===== config.mk =====
export PLATFORM = sky130hd
export DESIGN_NAME = alien_wave_ctrl
export DESIGN_NICKNAME = d
export VERILOG_FILES = /design/src/rtl/alien_ctrl_pkg.sv /design/src/rtl/frame_tick.sv /design/src/rtl/alien_wave_ctrl.sv
export SDC_FILE = /design/constraint.sdc
export NUM_CORES = 1
export LEC_CHECK = 0
export BUFFER_PORTS_ARGS = -buffer_cell sky130_fd_sc_hd__buf_4
export CORE_MARGIN = 2
export CORE_UTILIZATION = 50
export CTS_CLUSTER_SIZE = 28
export DETAILED_ROUTE_END_ITERATION = 6
export PLACE_DENSITY_LB_ADDON = 0.12
export SYNTH_ARGS = -nofsm -noshare
export SYNTH_HDL_FRONTEND = slang
export SYNTH_SLANG_ARGS = --single-unit

===== constraint.sdc =====
create_clock -name Clk -period 5.9 [get_ports Clk]
set_clock_uncertainty 0.2 [all_clocks]
set_input_delay 1.475 -clock Clk [delete_from_list [all_inputs] [get_ports Clk]]
set_output_delay 1.475 -clock Clk [all_outputs]
set_load 0.1 [all_outputs]

===== src/rtl/alien_ctrl_pkg.sv =====
// Shared types and helpers for the alien wave scheduler and its companions.
package alien_ctrl_pkg;

  typedef enum logic [2:0] {
    ST_IDLE,
    ST_SPAWN,
    ST_PLAY,
    ST_CLEAR,
    ST_GAME_OVER
  } wave_state_t;

  localparam logic [15:0] SCORE_MAX = 16'hFFFF;
  localparam logic [3:0]  WAVE_MAX  = 4'd15;

  // Start x of a slot on the 10-bit playfield coordinate bus.
  function automatic logic [9:0] slot_x(input int i, input int x_base = 40, input int x_pitch = 64);
    int v;
    v = x_base + x_pitch * i;
    return v[9:0];
  endfunction

endpackage


===== src/rtl/frame_tick.sv =====
// Two-flop synchronizer for the asynchronous frame strobe, with a registered
// one-cycle pulse on each rising edge (3 clocks from strobe edge to pulse).
module frame_tick (
  input  logic i_clk,
  input  logic i_rst_n,
  input  logic i_frame_clk,
  output logic o_tick
);

  logic r_sync1, r_sync2, r_sync3, r_tick;

  always_ff @(posedge i_clk or negedge i_rst_n) begin
    if (!i_rst_n) begin
      r_sync1 <= 1'b0;
      r_sync2 <= 1'b0;
      r_sync3 <= 1'b0;
      r_tick  <= 1'b0;
    end else begin
      r_sync1 <= i_frame_clk;
      r_sync2 <= r_sync1;
      r_sync3 <= r_sync2;
      r_tick  <= r_sync2 & ~r_sync3;
    end
  end

  assign o_tick = r_tick;

endmodule


===== src/rtl/alien_wave_ctrl.sv =====
// Wave scheduler: spawns alien slots on frame ticks, scores hits, advances
// waves and ends the game when any live alien goes out of bounds.
//   state        | meaning
//   ST_IDLE      | after reset, waiting for start
//   ST_SPAWN     | loading slots one per SPAWN_FRAMES ticks, hits/oob live
//   ST_PLAY      | all slots loaded, waiting for wave clear or oob
//   ST_CLEAR     | pause of CLEAR_FRAMES ticks before the next wave
//   ST_GAME_OVER | alive cleared, score/wave frozen until start
module alien_wave_ctrl
  import alien_ctrl_pkg::*;
#(
  parameter int NUM_ALIENS   = 8,
  parameter int SPAWN_FRAMES = 30,
  parameter int CLEAR_FRAMES = 60,
  parameter int X_BASE       = 40,
  parameter int X_PITCH      = 64,
  parameter int Y_START      = 20,
  parameter int HIT_POINTS   = 10
) (
  input  logic                  Clk,
  input  logic                  Reset_n,
  input  logic                  frame_clk,
  input  logic                  start,
  input  logic [NUM_ALIENS-1:0] alien_hit,
  input  logic [NUM_ALIENS-1:0] alien_oob,
  output logic [NUM_ALIENS-1:0] alien_load,
  output logic [9:0]            alien_x_start,
  output logic [9:0]            alien_y_start,
  output logic                  alien_dir,
  output logic [NUM_ALIENS-1:0] alive,
  output logic [15:0]           score,
  output logic [3:0]            wave,
  output logic                  playing,
  output logic                  game_over
);

  localparam int SLOT_W  = (NUM_ALIENS > 1) ? $clog2(NUM_ALIENS) : 1;
  localparam int CNT_MAX = (SPAWN_FRAMES > CLEAR_FRAMES) ? SPAWN_FRAMES : CLEAR_FRAMES;
  localparam int CNT_W   = $clog2(CNT_MAX + 1);
  localparam int PC_W    = $clog2(NUM_ALIENS + 1);

  wave_state_t           r_state, w_state_nxt;
  logic [SLOT_W-1:0]     r_slot, w_slot_nxt;
  logic [CNT_W-1:0]      r_frame_cnt, w_frame_cnt_nxt;
  logic [NUM_ALIENS-1:0] r_alive, w_alive_nxt;
  logic [NUM_ALIENS-1:0] r_load, w_load_nxt;
  logic [9:0]            r_x, w_x_nxt, r_y, w_y_nxt;
  logic                  r_dir, w_dir_nxt;
  logic [15:0]           r_score, w_score_nxt;
  logic [3:0]            r_wave, w_wave_nxt;
  logic                  r_playing, r_game_over;

  logic                  w_tick;
  logic                  w_active;
  logic [NUM_ALIENS-1:0] w_hits, w_oob, w_load_sel;
  logic [PC_W-1:0]       w_hit_cnt;
  logic [31:0]           w_score_sum;
  logic [15:0]           w_score_hit;

  frame_tick u_frame_tick (
    .i_clk       (Clk),
    .i_rst_n     (Reset_n),
    .i_frame_clk (frame_clk),
    .o_tick      (w_tick)
  );

  // A slot whose load pulse is out this cycle is being reset, so its stale
  // flags from the previous life are masked.
  always_comb begin
    w_active  = (r_state == ST_SPAWN) || (r_state == ST_PLAY);
    w_hits    = w_active ? (r_alive & alien_hit & ~r_load) : '0;
    w_oob     = w_active ? (r_alive & alien_oob & ~r_load) : '0;
    w_hit_cnt = '0;
    for (int i = 0; i < NUM_ALIENS; i++) begin
      w_hit_cnt = w_hit_cnt + PC_W'(w_hits[i]);
      w_load_sel[i] = (r_slot == SLOT_W'(i));
    end
    w_score_sum = 32'(r_score) + 32'(HIT_POINTS) * 32'(w_hit_cnt);
    w_score_hit = (w_score_sum > 32'(SCORE_MAX)) ? SCORE_MAX : w_score_sum[15:0];
  end

  always_comb begin
    w_state_nxt     = r_state;
    w_slot_nxt      = r_slot;
    w_frame_cnt_nxt = r_frame_cnt;
    w_alive_nxt     = r_alive;
    w_load_nxt      = '0;
    w_x_nxt         = r_x;
    w_y_nxt         = r_y;
    w_dir_nxt       = r_dir;
    w_score_nxt     = r_score;
    w_wave_nxt      = r_wave;

    case (r_state)
      ST_IDLE, ST_GAME_OVER: begin
        if (start) begin
          w_state_nxt     = ST_SPAWN;
          w_slot_nxt      = '0;
          w_frame_cnt_nxt = '0;
          w_score_nxt     = '0;
          w_wave_nxt      = '0;
        end
      end

      ST_SPAWN: begin
        w_alive_nxt = r_alive & ~w_hits;
        w_score_nxt = w_score_hit;
        if (|w_oob) begin
          w_state_nxt = ST_GAME_OVER;
          w_alive_nxt = '0;
        end else if (w_tick) begin
          if (r_frame_cnt == '0) begin
            w_load_nxt      = w_load_sel;
            w_alive_nxt     = w_alive_nxt | w_load_sel;
            w_x_nxt         = slot_x(32'(r_slot), X_BASE, X_PITCH);
            w_y_nxt         = 10'(Y_START);
            w_dir_nxt       = ~r_slot[0];
            w_frame_cnt_nxt = CNT_W'(SPAWN_FRAMES - 1);
            if (r_slot == SLOT_W'(NUM_ALIENS - 1)) w_state_nxt = ST_PLAY;
            else                                    w_slot_nxt  = r_slot + SLOT_W'(1);
          end else begin
            w_frame_cnt_nxt = r_frame_cnt - CNT_W'(1);
          end
        end
      end

      ST_PLAY: begin
        w_alive_nxt = r_alive & ~w_hits;
        w_score_nxt = w_score_hit;
        if (|w_oob) begin
          w_state_nxt = ST_GAME_OVER;
          w_alive_nxt = '0;
        end else if (r_alive == '0) begin
          w_state_nxt     = ST_CLEAR;
          w_frame_cnt_nxt = '0;
        end
      end

      ST_CLEAR: begin
        if (w_tick) begin
          if (r_frame_cnt == CNT_W'(CLEAR_FRAMES - 1)) begin
            w_state_nxt     = ST_SPAWN;
            w_slot_nxt      = '0;
            w_frame_cnt_nxt = '0;
            if (r_wave != WAVE_MAX) w_wave_nxt = r_wave + 4'd1;
          end else begin
            w_frame_cnt_nxt = r_frame_cnt + CNT_W'(1);
          end
        end
      end

      default: w_state_nxt = ST_IDLE;
    endcase
  end

  always_ff @(posedge Clk or negedge Reset_n) begin
    if (!Reset_n) begin
      r_state     <= ST_IDLE;
      r_slot      <= '0;
      r_frame_cnt <= '0;
      r_alive     <= '0;
      r_load      <= '0;
      r_x         <= '0;
      r_y         <= '0;
      r_dir       <= 1'b0;
      r_score     <= '0;
      r_wave      <= '0;
      r_playing   <= 1'b0;
      r_game_over <= 1'b0;
    end else begin
      r_state     <= w_state_nxt;
      r_slot      <= w_slot_nxt;
      r_frame_cnt <= w_frame_cnt_nxt;
      r_alive     <= w_alive_nxt;
      r_load      <= w_load_nxt;
      r_x         <= w_x_nxt;
      r_y         <= w_y_nxt;
      r_dir       <= w_dir_nxt;
      r_score     <= w_score_nxt;
      r_wave      <= w_wave_nxt;
      r_playing   <= (r_state == ST_SPAWN) || (r_state == ST_PLAY) || (r_state == ST_CLEAR);
      r_game_over <= (r_state == ST_GAME_OVER);
    end
  end

  assign alien_load    = r_load;
  assign alien_x_start = r_x;
  assign alien_y_start = r_y;
  assign alien_dir     = r_dir;
  assign alive         = r_alive;
  assign score         = r_score;
  assign wave          = r_wave;
  assign playing       = r_playing;
  assign game_over     = r_game_over;

endmodule


; ---- Yosys cells after proc, flatten, opt, wreduce, memory -nomap -nowiden
; Cells that the tools add are included.
[totals]
out_inout_bits = 59
ff_bits = 66
word_cells = 136
in_bits = 20
[classes]
bitwise = 12
n_addsub = 13
n_mux = 46
mul = 1
eq_ne = 27
reduce_logical = 20
n_lt_le_gt_ge = 1
[ops]
columns = op, count
row1 = 8-bit two-way mux, 10
row2 = 3-bit two-way mux, 16
row3 = 6-bit two-way mux, 8
row4 = 8-bit bitwise AND, 5
row5 = 16-bit two-way mux, 2
row6 = 16-bit case mux with 2 select lines, 1
row7 = 6-bit case mux with 4 select lines, 1
row8 = 16-bit by 8-bit adder with 17-bit output, 1
row9 = "17-bit by 16-bit > comparator with 1-bit output, second input constant", 1
row10 = 4-bit by 1-bit adder with 4-bit output, 4
row11 = 4-bit two-way mux, 4
row12 = "2-bit != test, second input constant", 8
row13 = 8-bit inverter, 2
row14 = 8-bit case mux with 2 select lines, 1
row15 = "3-bit equality test, second input constant", 5
row16 = 7-bit AND reduction, 2
row17 = "3-bit by 2-bit equality test with 1-bit output, second input constant", 4
row18 = 3-bit case mux with 4 select lines, 1
row19 = "6-bit by 9-bit adder with 10-bit output, first input constant", 1
row20 = "3-bit != test, second input constant", 3
row21 = 3-bit case mux with 3 select lines, 1
row22 = 8-bit zero test, 1
row23 = 8-bit OR, 1
row24 = 4-bit case mux with 2 select lines, 1
row25 = other kinds (27), 36

; ---- Longest topological paths before layout
[logic_depth]
ltp_word = 15
depth_mapped = 28
depth_no_buf = 26

; ---- Modules after synthesis
; A second synthesis with hierarchy kept.
[hier_totals]
hier_cells = 395
area_unflattened_um2 = 3804.9
[modules_own_cells]
columns = mod, area_per_inst_um2, n_inst, cells_per_inst, seq_area_each_um2
row1 = alien_wave_ctrl, 3691.0, 1, 390, 1376.3
row2 = frame_tick, 113.9, 1, 5, 100.1

; ---- Least setup slack after synthesis
; Ideal clock, no wire load.
[synth_timing]
path_type = input port to flip-flop
startpoint = input port alien_hit[3]
endpoint = register r_score[6], in the netlist score[6]
setup_slack_ns = -0.596
t_required_ns = 5.613
setup_ns = 0.087
n_path_buf = 1
arrival_time_ns = 6.209
path_stages = 20
path_cell_list = nor2b_1 -> and3_1 -> fa_1 -> fa_1 -> inv_1 -> fa_1 -> inv_1 -> ha_1 -> fa_1 -> ha_1 -> ha_1 -> ha_1 -> a21oi_1 -> xor2_1 -> ha_1 -> nand4_1 -> a31oi_1 -> nand2b_1 -> clkbuf_1 -> o211ai_1
[synth_between]
elab_chain_cells = 13
[synth_lines]
columns = item, line
row1 = "start, declared", alien_wave_ctrl.sv:24  ; input logic [NUM_ALIENS-1:0] alien_hit,
row2 = 8-bit bitwise AND * (2 in series), alien_wave_ctrl.sv:71  ; w_hits = w_active ? (r_alive & alien_hit & ~r_load) : '0;
row3 = 8-bit two-way mux *, alien_wave_ctrl.sv:71
row4 = 3-bit by 1-bit adder with 4-bit output *, alien_wave_ctrl.sv:75  ; w_hit_cnt = w_hit_cnt + PC_W'(w_hits[i]);
row5 = 4-bit by 1-bit adder with 4-bit output * (4 in series), alien_wave_ctrl.sv:75
row6 = 3-bit by 4-bit multiplier with 7-bit output *, alien_wave_ctrl.sv:78  ; w_score_sum = 32'(r_score) + 32'(HIT_POINTS) * 32'(w_hit_cnt);
row7 = 16-bit by 8-bit adder with 17-bit output *, alien_wave_ctrl.sv:78
row8 = 17-bit by 16-bit > comparator with 1-bit output, alien_wave_ctrl.sv:79  ; w_score_hit = (w_score_sum > 32'(SCORE_MAX)) ? SCORE_MAX : w_score_sum[15:0];
row9 = 16-bit two-way mux *, alien_wave_ctrl.sv:79
row10 = 16-bit case mux with 2 select lines *, alien_wave_ctrl.sv:94  ; case (r_state)
row11 = "end signal, assigned", alien_wave_ctrl.sv:179  ; r_score <= w_score_nxt;
row12 = "end, declared", alien_wave_ctrl.sv:49  ; logic [15:0] r_score, w_score_nxt;
; Mark *: on every way between the ends. The rest lies on a longest branch, timed or not.
; A chain may end at the register's enable or synchronous reset.

; ---- Worst setup path after layout
[layout_timing]
startpoint = input port alien_hit[3]
endpoint = register r_score[11], in the netlist score[11]
; The elaborated chain is that of the path after synthesis.

==> results.cfg <==
[routing]
route.final.wire_length_um = 8653
drt_pre_antenna_iters = 4
detailroute.via_count = 3154
drc = 0
routedWlPerCell_um = 15.02
first_iter_violations = 146
avg_vias_per_cell = 5.476
ant_nets = 0

[layout]
diodes_inserted = 0
finish.instance_area_sq_um = 4710
fin_nets = 521
area_growth_pct = 28.33
post_route_cells_drive_above_1_share_pct = 30.61
finish.cell_count_without_fillers = 576

[die]
core-area_sq_um = 7176
initial_utilization_pct = 51.14
io_pins = 79
die_area_sq_um = 8041
dieHeight_um = 89.67
std_cell_rows = 31
die_width_um = 89.67

[run]
maxCapViolations = 0

[timing]
tightest_slew_ns = 0.7465
fin_crit_ns = 5.949
max_clock_freq_mhz = 168.1
timing.max_slew.rel_slack_pct = 49.96
finalHoldViolations = 0
worst_slack_ns = -0.04903
rsz0062_at_grt = yes
finalSetupViolations = 8
timing.final.crit_share_pct = 100.8
finalMaxSlewViolations = 0

[critical_path]
critPathBufInv = 4
worst_ep_required_time_ns = 5.94
crit-reg2reg-launch = r_state[1]
launching_element_type_of_the_critical_path = input port
worst-setup-path-type = input port to flop
critical-path-top-cell-by-count = ha_4
cp_data_arrival_time_ns = 5.99
worst_setup_path_startpoint = alien_hit[3]
slowest_stage_cell_crit_path = fa_2
cp_top_family = adder cells
critPathMaxStageDelay_ns = 0.57
crit_path_cell_trace = buf_6, nor2b_4, and3_4, fa_1, fa_1, inv_1, fa_1, inv_2, ha_4, fa_2, ha_4, ha_4, ha_4, a21oi_2, xor2_1, ha_2, or3_4, o211ai_1, buf_4, or3_1, nand3_1
crit_path_max_fanout = 5
setup.worst_path.end_class = flop

[placement]
dpl_cell_area_sq_um = 4413
detailed_place_hpwl_um = 6440
place_congestion = 0.8362
port_buffers = 65
placedCellCount = 558

[yosys]
syn-mean-instance-area_sq_um = 9.386
ys_warn_count = 0
number_of_enable_flip_flop_cells_after_synthesis = 0
yosysUniqueCellTypes = 58
post_syn_instances = 391
synth_cell_area_sq_um = 3670
synth_sequential_area_ratio_pct = 40.23
synth-main-ff-cell = dfrtp_1
synth-seq-cells = 59
postSynth.asyncResetShare_pct = 100.0

[grt]
groute.usage.overall_pct = 22.42
wire_length_of_the_first_global_routing_pass_um = 13770
number_of_global_route_vias_before_repair = 2882
global_route.overflow_total = 0
antenna_found_initial = 0
grt_start_max_net_pins = 60

[clocking]
cts-buffers-inserted = 9
max-clock-path-buffers = 2
holdBufCountCts = 0
clk_latency_ns = 0.35
clock_tree_from_tritoncts = yes
clock_tree.htree_level_count = 3
clk_pin_slew_worst_paths_ns = 0.08
cts.sinks = 59
cts_root_buffer = clkbuf_8

[min_path]
worstHoldStart = u_frame_tick.r_sync1
min-delay-path-class = flop to flop

[pwr]
vdd_ir_drop_max_mv = 0.3150
power_density_nw_per_um2 = 418.9
static-leakage-power_nw = 2.354

[status]
outcome = finished, violations left
violations = setup timing
## path summary, 6_finish.rpt
check,end,slack [ns],depth (start not counted)
worst min register to register,u_frame_tick.r_sync2,0.15,0
worst min-delay path,u_frame_tick.r_sync2,0.15,0
worst max-delay path,score[11],-0.05,21
worst max register to register,score[11],0.22,23
min in group asynchronous,score[11],0.98,1
max in group asynchronous,alien_load[4],4.00,1
## layout by cell type, fill, tap and decap left out, types with 13 or more instances in the layout
cell,instances
buf_4,84
dfrtp_1,59
nand2_1,28
nand3_1,23
inv_1,21
nor2_1,19
o21ai_0,18
ha_1,17
a21oi_1,14
conb_1,13
## area by class of cell
cell class              count  area [sq um]
clock buffers              10         137.6
flip-flops and latches     59          1476
well taps                  99         123.9
clock inverters             6         65.06
fillers                   605          2466
multi-input cells         291          2145
inverters                  23         86.33
repair buffers             88         675.6
## logic make-up after synthesis
kind of cell / after synthesis / share of synthesized area, %
AOI/OAI and AO/OA: 95 / 17.15
adders and majority gates: 29 / 10.91
DFF: 59 / 40.23
muxes: 2 / 0.5455
xor gates and xnor gates: 9 / 2.148
other: 1 / 0.1022
buffers and inverters: 53 / 7.637
and+or+nand+nor: 143 / 21.28
## layer usage
layer | part of all wire [%] | vias up | global-route usage [%] | wire [um]
met4 | 0.99 | 0 | 8.005 | 86
met3 | 5.9 | 6 | 4.113 | 512
met5 | 0 | - | 0 | 0
met1 | 46 | 1500 | 31.87 | 3972
met2 | 47 | 115 | 34.43 | 4081
li1 | - | 1533 | - | -
## cell usage after synthesis, types with 3 or more instances
| cell type | n | area [sq um] |
|---|---|---|
| dfrtp_1 | 59 | 1476 |
| nand2_1 | 33 | 123.9 |
| ha_1 | 24 | 300.3 |
| nand3_1 | 24 | 120.1 |
| inv_1 | 22 | 82.58 |
| o21ai_0 | 20 | 100.1 |
| nor2_1 | 19 | 71.32 |
| buf_4 | 16 | 120.1 |
| a21oi_1 | 15 | 75.07 |
| nor2b_1 | 13 | 81.33 |
| a31oi_1 | 9 | 56.30 |
| and3_1 | 9 | 56.30 |
| nor3_1 | 9 | 45.04 |
| o211ai_1 | 9 | 67.56 |
| clkbuf_1 | 7 | 26.28 |
| or3_1 | 7 | 43.79 |
| a21o_1 | 6 | 45.04 |
| o21ai_1 | 6 | 30.03 |
| xor2_1 | 6 | 52.55 |
| and2_1 | 5 | 31.28 |
| buf_2 | 5 | 25.02 |
| fa_1 | 5 | 100.1 |
| nand2b_1 | 4 | 25.02 |
| o21a_1 | 4 | 30.03 |
| o31ai_1 | 4 | 30.03 |
| a22o_1 | 3 | 26.28 |
| a31o_2 | 3 | 26.28 |
| nand4_1 | 3 | 18.77 |
| nor4_1 | 3 | 18.77 |
| o2bb2ai_1 | 3 | 26.28 |
| xnor2_1 | 3 | 26.28 |
## what timing repair did
item	4_1_cts	5_1_grt
setup endpoints to repair	16	16
setup buffers	1	1
pin swaps	10	11
gates resized for setup	2	17
## sequential cells by signal (all words and copies together), names as in the netlist
name,flops
alien_dir,1
alien_load,8
alien_x_start,4
alive,8
game_over,1
playing,1
r_frame_cnt,6
r_slot,3
r_state,3
score,16
u_frame_tick.o_tick,1
u_frame_tick.r_sync1,1
u_frame_tick.r_sync2,1
u_frame_tick.r_sync3,1
wave,4
## power breakdown
part           total (mW)  internal (mW)  switching [mW]
logic                1.04          0.297           0.747
registers           0.551          0.478          0.0736
clock network       0.378          0.206           0.172
total                1.97          0.980           0.992
## stage by stage
step / total power, mW / utilization (%) / hold WS, ns / worst slack, ns / TNS (ns)
after CTS: 1.969 / 64.55 / 0.1579 / -0.04227 / -0.1434
after floorplan: 1.369 / - / 0.1312 / -0.3017 / -3.119
final: 1.973 / 65.63 / 0.1523 / -0.04903 / -0.2082
after global routing: 2.093 / 65.63 / 0.1624 / -0.2000 / -2.275
after global placement: 1.571 / 61.50 / 0.1337 / -0.3758 / -5.581
after detailed placement: 1.589 / 61.50 / 0.1410 / -0.4564 / -6.662
Note: power is estimated with default switching activity, not from simulation.
